### src/rtl/fsm_ex_pkg.sv
// Shared constants for the exposure-control FSM: main and readout state
// encodings, timer width and the active levels of the pixel strobes.
package fsm_ex_pkg;

    localparam int COUNT_W = 5;

    typedef enum logic [1:0] {
        S_IDLE     = 2'b00,
        S_EXPOSURE = 2'b01,
        S_READOUT  = 2'b10
    } main_state_e;

    // Encoding of the external readout sub-FSM, observed on i_RD_FSM.
    typedef enum logic [2:0] {
        RD_INIT = 3'b000,
        NRE_1   = 3'b001,
        ADC_1   = 3'b010,
        NOTHING = 3'b011,
        NRE_2   = 3'b100,
        ADC_2   = 3'b101,
        END     = 3'b110
    } rd_state_e;

    localparam logic NRE_ACTIVE    = 1'b0;
    localparam logic ADC_ACTIVE    = 1'b1;
    localparam logic EXPOSE_ACTIVE = 1'b1;
    localparam logic ERASE_ACTIVE  = 1'b1;

endpackage

### src/rtl/fsm_ex_control_if.sv
// Control bus between the exposure FSM and its surroundings: timer and
// readout-FSM status in, pixel strobes and main-state export out.
interface fsm_ex_control_if;
    import fsm_ex_pkg::*;

    logic               i_Init;
    logic [COUNT_W-1:0] i_count_time;
    logic [2:0]         i_RD_FSM;
    logic               o_NRE_1;
    logic               o_NRE_2;
    logic               o_ADC;
    logic               o_Expose;
    logic               o_Erase;
    logic [1:0]         o_Main_FSM;

    modport master (
        output i_Init, i_count_time, i_RD_FSM,
        input  o_NRE_1, o_NRE_2, o_ADC, o_Expose, o_Erase, o_Main_FSM
    );

    modport slave (
        input  i_Init, i_count_time, i_RD_FSM,
        output o_NRE_1, o_NRE_2, o_ADC, o_Expose, o_Erase, o_Main_FSM
    );

endinterface

### src/rtl/fsm_ex_readout_decode.sv
// Combinational map from the readout sub-state to the NRE/ADC strobes,
// forced inactive whenever the main FSM is not in READOUT.
module fsm_ex_readout_decode
    import fsm_ex_pkg::*;
(
    input  logic       enable,
    input  logic [2:0] rd_state,
    output logic       nre_1,
    output logic       nre_2,
    output logic       adc
);

    always_comb begin
        // NOTE: every output gets a default first so no path can infer a latch.
        nre_1 = ~NRE_ACTIVE;
        nre_2 = ~NRE_ACTIVE;
        adc   = ~ADC_ACTIVE;
        if (enable) begin
            case (rd_state)
                NRE_1: nre_1 = NRE_ACTIVE;
                ADC_1: begin
                    nre_1 = NRE_ACTIVE;
                    adc   = ADC_ACTIVE;
                end
                NRE_2: nre_2 = NRE_ACTIVE;
                ADC_2: begin
                    nre_2 = NRE_ACTIVE;
                    adc   = ADC_ACTIVE;
                end
                default: ;
            endcase
        end
    end

endmodule

### src/rtl/fsm_ex_control.sv
// Top-level exposure-control FSM: IDLE (erase) -> EXPOSURE -> READOUT,
// driven by the external exposure timer and readout sub-FSM.
module fsm_ex_control
    import fsm_ex_pkg::*;
(
    input  logic              i_Clock,
    input  logic              i_Reset,
    fsm_ex_control_if.slave   bus
);

    main_state_e state;

    always_ff @(posedge i_Clock) begin
        // NOTE: state registers use non-blocking assignments so every flop
        // samples pre-edge values regardless of block ordering.
        if (!i_Reset) begin
            state <= S_IDLE;
        end else begin
            case (state)
                S_IDLE:     if (bus.i_Init) state <= S_EXPOSURE;
                S_EXPOSURE: if (bus.i_count_time == '0) state <= S_READOUT;
                S_READOUT:  if (bus.i_RD_FSM == END) state <= S_IDLE;
                default:    state <= S_IDLE;
            endcase
        end
    end

    // The illegal encoding 2'b11 decodes like IDLE: erase asserted.
    assign bus.o_Erase    = (state == S_EXPOSURE || state == S_READOUT)
                            ? ~ERASE_ACTIVE : ERASE_ACTIVE;
    assign bus.o_Expose   = (state == S_EXPOSURE) ? EXPOSE_ACTIVE : ~EXPOSE_ACTIVE;
    assign bus.o_Main_FSM = state;

    fsm_ex_readout_decode u_readout_decode (
        .enable   (state == S_READOUT),
        .rd_state (bus.i_RD_FSM),
        .nre_1    (bus.o_NRE_1),
        .nre_2    (bus.o_NRE_2),
        .adc      (bus.o_ADC)
    );

endmodule

### src/flat_wrapper.sv
// flat-port wrapper written by rule: the top's interface ports become plain ports
module fsm_ex_control_flat import fsm_ex_pkg::*;
  (i_Clock, i_Reset, bus_i_Init, bus_i_count_time, bus_i_RD_FSM, bus_o_NRE_1, bus_o_NRE_2, bus_o_ADC, bus_o_Expose, bus_o_Erase, bus_o_Main_FSM);
  fsm_ex_control_if bus_i ();
  input  logic i_Clock;
  input  logic i_Reset;
  input wire logic [$bits(bus_i.i_Init)-1:0] bus_i_Init;
  input wire logic [$bits(bus_i.i_count_time)-1:0] bus_i_count_time;
  input wire logic [$bits(bus_i.i_RD_FSM)-1:0] bus_i_RD_FSM;
  output wire logic [$bits(bus_i.o_NRE_1)-1:0] bus_o_NRE_1;
  output wire logic [$bits(bus_i.o_NRE_2)-1:0] bus_o_NRE_2;
  output wire logic [$bits(bus_i.o_ADC)-1:0] bus_o_ADC;
  output wire logic [$bits(bus_i.o_Expose)-1:0] bus_o_Expose;
  output wire logic [$bits(bus_i.o_Erase)-1:0] bus_o_Erase;
  output wire logic [$bits(bus_i.o_Main_FSM)-1:0] bus_o_Main_FSM;
  assign bus_i.i_Init = bus_i_Init;
  assign bus_i.i_count_time = bus_i_count_time;
  assign bus_i.i_RD_FSM = bus_i_RD_FSM;
  assign bus_o_NRE_1 = bus_i.o_NRE_1;
  assign bus_o_NRE_2 = bus_i.o_NRE_2;
  assign bus_o_ADC = bus_i.o_ADC;
  assign bus_o_Expose = bus_i.o_Expose;
  assign bus_o_Erase = bus_i.o_Erase;
  assign bus_o_Main_FSM = bus_i.o_Main_FSM;
  fsm_ex_control u_core (.i_Clock(i_Clock), .i_Reset(i_Reset), .bus(bus_i));
endmodule
### config.mk
export PLATFORM = sky130hd
export DESIGN_NAME = fsm_ex_control_flat
export DESIGN_NICKNAME = d
export VERILOG_FILES = /design/src/rtl/fsm_ex_pkg.sv /design/src/rtl/fsm_ex_control_if.sv /design/src/rtl/fsm_ex_readout_decode.sv /design/src/rtl/fsm_ex_control.sv /design/src/flat_wrapper.sv
export SDC_FILE = /design/constraint.sdc
export NUM_CORES = 1
export LEC_CHECK = 0
export CAP_MARGIN = 10
export CORE_AREA = 2 2 39 41
export CTS_CLUSTER_DIAMETER = 120
export CTS_CLUSTER_SIZE = 40
export DETAILED_ROUTE_END_ITERATION = 12
export DIE_AREA = 0 0 41 43
export PLACE_DENSITY = 0.55
export SYNTH_ARGS = -nofsm -noshare
export SYNTH_HDL_FRONTEND = slang
export SYNTH_SLANG_ARGS = --single-unit
### constraint.sdc
create_clock -name i_Clock -period 1.75 [get_ports i_Clock]
set_input_delay 0.35 -clock i_Clock [delete_from_list [all_inputs] [get_ports i_Clock]]
set_output_delay 0.35 -clock i_Clock [all_outputs]
set_load 0.03 [all_outputs]
==> results.yml, run 1 <==
setup_path:
  worst_setup_path_end_kind: "primary output"
  critPathRequiredTime_ps: 1400
  r2r_slack_ps: 350
  startpoint_type: "register"
  cp_max_fo: 4
  r2r_start: "u_core.bus.o_Main_FSM[1]"
  criticalPathCategory: "register to primary output"
  crit_arrival_ps: 1320
  crit_start: "u_core.bus.o_Main_FSM[0]"
finish:
  nets: 70
  design_area_um2: 469
  drive_above_1_share: 0.245
  area_growth_pct: 113
  num_antenna_cells: 0
  largest_reg_flops: 2
  utilization: 0.339
yosys:
  yosys_warnings: 0
  syn_area_per_cell_um2: 7.86
  yosysTopAreaCellShare: 0.227
  synth_cell_type_count: 13
  netlist_instances: 28
  postSynthNetCount: 43
  synth_top_area_cell: "ha_1"
  ys_ff_latch: 2
  ys_seq_area_frac: 0.182
  netlist_area_um2: 220
  yosys-top-cells-area: "ha_1, dfxtp_1, nand2_1"
detailed_routing:
  drc: 0
  post_drt_wl_per_cell_um: 8.55
  via_count: 274
  vias_per_cell: 3.97
  dr.pass1.iters: 4
  drt_iter0_drc: 4
  wl_um: 590
  ant_nets: 0
timing:
  hold_viol: 0
  max_freq_mhz: 599
  setup_slack_ps: 81.7
  slew_headroom: 0.792
  rsz0062_at_grt: "false"
  slew_viol_final: 0
  period_needed_ps: 1670
  finClkSkew_ps: 3.32
  fin_tns_setup_ps: 0
  timing.final.crit_share: 0.953
  setup_viol: 0
  tightest_slew_ps: 310
power_and_ir_drop:
  leakage_uw: 0.000216
  irDropWorstVdd_v: 0.000708
  p_per_area_nw_per_um2: 1250
global_route:
  track_usage: 0.0731
  grt_antenna_before_repair: 0
  grt_max_degree: 5
  grt_pass1_vias: 260
  grt_overflow_total: 0
  grt_pass1_wl_um: 876
cts:
  clkLatencyLatePin_ps: 220
  clock-sinks: 2
  cts_made_buffers: 3
  cts_tree: "built"
  cts.hold.buffers_added: 0
  h-tree-depth: 1
  cts-root-buf: "clkbuf_4"
  postCtsSetupBuffers: 0
  clk_pin_slew_ps: 30
  clockBufferDepth: 2
floorplanning:
  die_area_um2: 1760
  initial_utilization: 0.159
  core_area_um2: 1380
  die_w_um: 41
  num_rows: 14
  num_io_pins: 18
  die_h_um: 43
hold_path:
  worstHoldStart: "u_core.bus.o_Main_FSM[1]"
  worstHoldPathType: "register to register"
run_status:
  status: "completed"
place:
  gp_congestion: 0.730
  numPortBuffers: 17
  placed_cell_area_um2: 440
  hpwl_um: 481
  place_ws_ps: -247
run:
  max-cap-violations: 0
[worst paths after layout]
path | to | cells past startpoint
setup / recovery | bus_o_Main_FSM[0] | 2
hold / removal | u_core.bus.o_Main_FSM[1] | 2
setup reg to reg | u_core.bus.o_Main_FSM[1] | 5
hold reg to reg | u_core.bus.o_Main_FSM[1] | 2
[metrics by stage]
| stage | cells | total power [uW] | hold slack [ps] |
|---|---|---|---|
| floorplan | 28 | 314 | 498 |
| global placement | 66 | 506 | 501 |
| detailed placement | 66 | 504 | 499 |
| CTS | 69 | 599 | 503 |
| finish | 69 | 586 | 496 |
| global route | 69 | 638 | 530 |
[placed cells by master, fill, tap and decap left out]
cell type | Yosys | routed
nand3b_1 | 2 | 2
dfxtp_1 | 2 | 2
clkdlybuf4s50_1 | 0 | 9
mux2i_1 | 2 | 2
buf_4 | 0 | 7
a21oi_1 | 1 | 1
a222oi_1 | 1 | 1
nand2_1 | 6 | 6
nor3b_2 | 0 | 1
buf_6 | 0 | 1
dlygate4sd2_1 | 0 | 4
inv_1 | 4 | 4
ha_1 | 4 | 4
dlymetal6s2s_1 | 0 | 1
nor2b_1 | 2 | 2
nor3_2 | 1 | 1
nor2_1 | 1 | 1
clkbuf_4 | 0 | 3
xor2_1 | 1 | 1
[layer usage]
layer  track usage  up-vias  routed length (um)
met5             0        -                   0
met2         0.106       14                 253
li1              -      144                   -
met4        0.0200        0                   0
met1        0.0831      116                 247
met3        0.0524        0                  89
[cell type report]
cell class	count	area [um2]
Fill cell	154	915
Timing Repair Buffer	22	201
Multi-Input combinational cell	22	170
Sequential cell	2	40.0
Clock buffer	3	22.5
Tap cell	16	20.0
Inverter	4	15.0
[Yosys cell counts, drive strengths merged]
cell type and n:
a21oi 1, a222oi 1, dfxtp 2, ha 4, inv 4, mux2i 2
nand2 6, nand3b 2, nor2 1, nor2b 2, nor3 1, nor3b 1
xor2 1
[where the power goes]
group          total (uW)  switching [uW]  internal, uW  leakage (uW)
Combinational         412             220           193      0.000186
Clock                97.8            22.5          75.3     0.0000138
Sequential           76.0            11.3          64.7     0.0000165
[kinds of logic (layout without fill, tap and decap cells)]
| logic type | count (synthesis) | in the layout | synth area share |
|---|---|---|---|
| compound gates | 2 | 2 | 0.0682 |
| xor+xnor | 1 | 1 | 0.0398 |
| fa+ha+maj | 4 | 4 | 0.227 |
| buf+inv | 4 | 29 | 0.0682 |
| flops | 2 | 2 | 0.182 |
| mux | 2 | 2 | 0.0909 |
| simple gates | 13 | 13 | 0.324 |
[worst max-delay path: stages (launching register included)]
cell,delay (ps)
dfxtp_1,310
buf_4,130
clkdlybuf4s50_1,660
[what timing repair did]
| action | CTS | global route |
|---|---|---|
| pin swaps | 0 | 1 |
| endpoints found under the setup margin | 3 | 1 |
| gates resized for setup | 6 | 1 |
(Power assumes the default switching activity.)
==> run 2: changes to the inputs <==
GPL_TIMING_DRIVEN = 0   (was default)
==> run 2 against run 1 <==
Net effect: via count shrank 7.7%; die area unchanged; clock power up 5%; fmax grew 2.7%; first-iteration DRC count is the same; cell count down 7.2%; critical path depth is 1 lower; combinational power shrank 14%; global-route usage shrank 0.11 points; sequential cell count did not move; hold slack got worse by 7.7 ps; sequential share of layout area grew 0.68 points; largest cell class is now multi-input gates; largest power group unchanged; highest routed layer unchanged.
==> results.yml, run 2 (synthesis results as in run 1) <==
detailed_routing:
  post_drt_wl_per_cell_um: 8.83
  ant_nets: 0
  via_count: 253
  wl_um: 565
  dr.pass1.iters: 4
  drt_iter0_drc: 4
  drc: 0
  vias_per_cell: 3.95
run_status:
  status: "completed"
power_and_ir_drop:
  power_uw: 546
  p_seq_frac: 0.163
  p_clk_frac: 0.188
  comb_power_share: 0.649
  swShare: 0.454
  p_int_uw: 298
  irDropWorstVdd_v: 0.000688
  leakage_uw: 0.000213
  p_per_area_nw_per_um2: 1220
  p_sw_uw: 248
setup_path:
  critPathRequiredTime_ps: 1400
  r2r_start: "u_core.bus.o_Main_FSM[1]"
  crit_start: "u_core.bus.o_Main_FSM[1]"
  startpoint_type: "register"
  cp_slowest_cell: "clkdlybuf4s50_1"
  cp_max_fo: 4
  crit_arrival_ps: 1280
  max_stage_delay_ps: 690
  cp.buffers_inverters: 1
  cp_top_family: "buffers and inverters"
  r2r_slack_ps: 270
  worst_setup_path_end_kind: "primary output"
  cp_cell_sequence: "clkdlybuf4s50_1"
  criticalPathCategory: "register to primary output"
finish:
  area_growth_pct: 103
  largest_reg_flops: 2
  num_antenna_cells: 0
  nFillCells: 158
  multi_input_area_um2: 178
  final_common_cell: "clkdlybuf4s50_1"
  nets: 65
  layout_common_cells: "clkdlybuf4s50_1, nand2_1, inv_1, ha_1"
  seq_area_um2: 41.3
  drive_above_1_share: 0.229
  utilization: 0.324
cts:
  clk_pin_slew_ps: 30
  cts-root-buf: "clkbuf_4"
  cts_tree: "built"
  clockBufferDepth: 2
  clkLatencyLatePin_ps: 220
  cts.hold.buffers_added: 0
  cts-resized-gates: 18
  h-tree-depth: 1
  postCtsSetupBuffers: 0
  clock-sinks: 2
  cts_made_buffers: 3
global_route:
  grt_pass1_wl_um: 759
  track_usage: 0.0721
  grt_overflow_total: 0
  grt_max_degree: 6
  grt_antenna_before_repair: 0
  grt_pass1_vias: 209
floorplanning:
  die_area_um2: 1760
  num_io_pins: 18
  core_area_um2: 1380
  die_h_um: 43
  die_w_um: 41
  initial_utilization: 0.159
  num_rows: 14
place:
  hpwl_um: 450
  gp_congestion: 0.718
  numPortBuffers: 17
  place_ws_ps: -527
timing:
  period_needed_ps: 1630
  slew_headroom: 0.654
  setup_viol: 0
  setup_slack_ps: 125
  rsz0062_at_grt: "false"
  tightest_slew_ps: 519
  timing.final.crit_share: 0.929
  finClkSkew_ps: 2.71
  slew_viol_final: 0
  hold_viol: 0
  max_freq_mhz: 615
hold_path:
  worstHoldPathType: "register to register"
  worstHoldStart: "u_core.bus.o_Main_FSM[0]"
run:
  max-cap-violations: 0
run 2: cell types whose count changed in the layout (fill, tap and decap cells not counted), moves of 2 or more:
| cell | change |
|---|---|
| dlymetal6s2s_1 | +2 |
| clkdlybuf4s15_2 | +2 |
| buf_4 | -6 |
| dlygate4sd2_1 | -3 |
run 2: area by class of cell:
cell class / instances / area share
Clock buffer: 3 / 0.0503
Inverter: 4 / 0.0335
Multi-Input combinational cell: 22 / 0.397
Sequential cell: 2 / 0.0922
Tap cell: 16 / 0.0447
Timing Repair Buffer: 17 / 0.383
run 2: power groups by stage:
stage                     logic (uW)  clock network, uW  registers (uW)
after detailed placement         376                  0            87.5
after global placement           375                  0            87.3
after floorplan                  195                  0             119
after CTS                        360                111            87.0
after global routing             384                121            94.2
final                            355                103            88.9
run 2: final timing paths:
path | end | cells after the start
worst max register to register | u_core.bus.o_Main_FSM[0] | 4
worst min register to register | u_core.bus.o_Main_FSM[0] | 2
worst max-delay path | bus_o_Main_FSM[1] | 1
worst min-delay path | u_core.bus.o_Main_FSM[0] | 2
run 2: through the flow:
step                hold WS [ps]  cell area, um2  setup TNS (ps)  cells
finish                       488             448               0     64
CTS                          500             427           -44.7     64
global placement             499             410           -1310     61
global route                 518             448               0     64
floorplan                    498             220               0     28
detailed placement           493             410           -1350     61
run 2: metal layers:
layer	part of all wire	wire length (um)	up-vias	global-route usage
li1	-	-	132	-
met1	0.39	220	107	0.0828
met2	0.45	256	14	0.0750
met3	0.16	88	0	0.0366
met4	0	0	0	0.100
met5	0	0	-	0
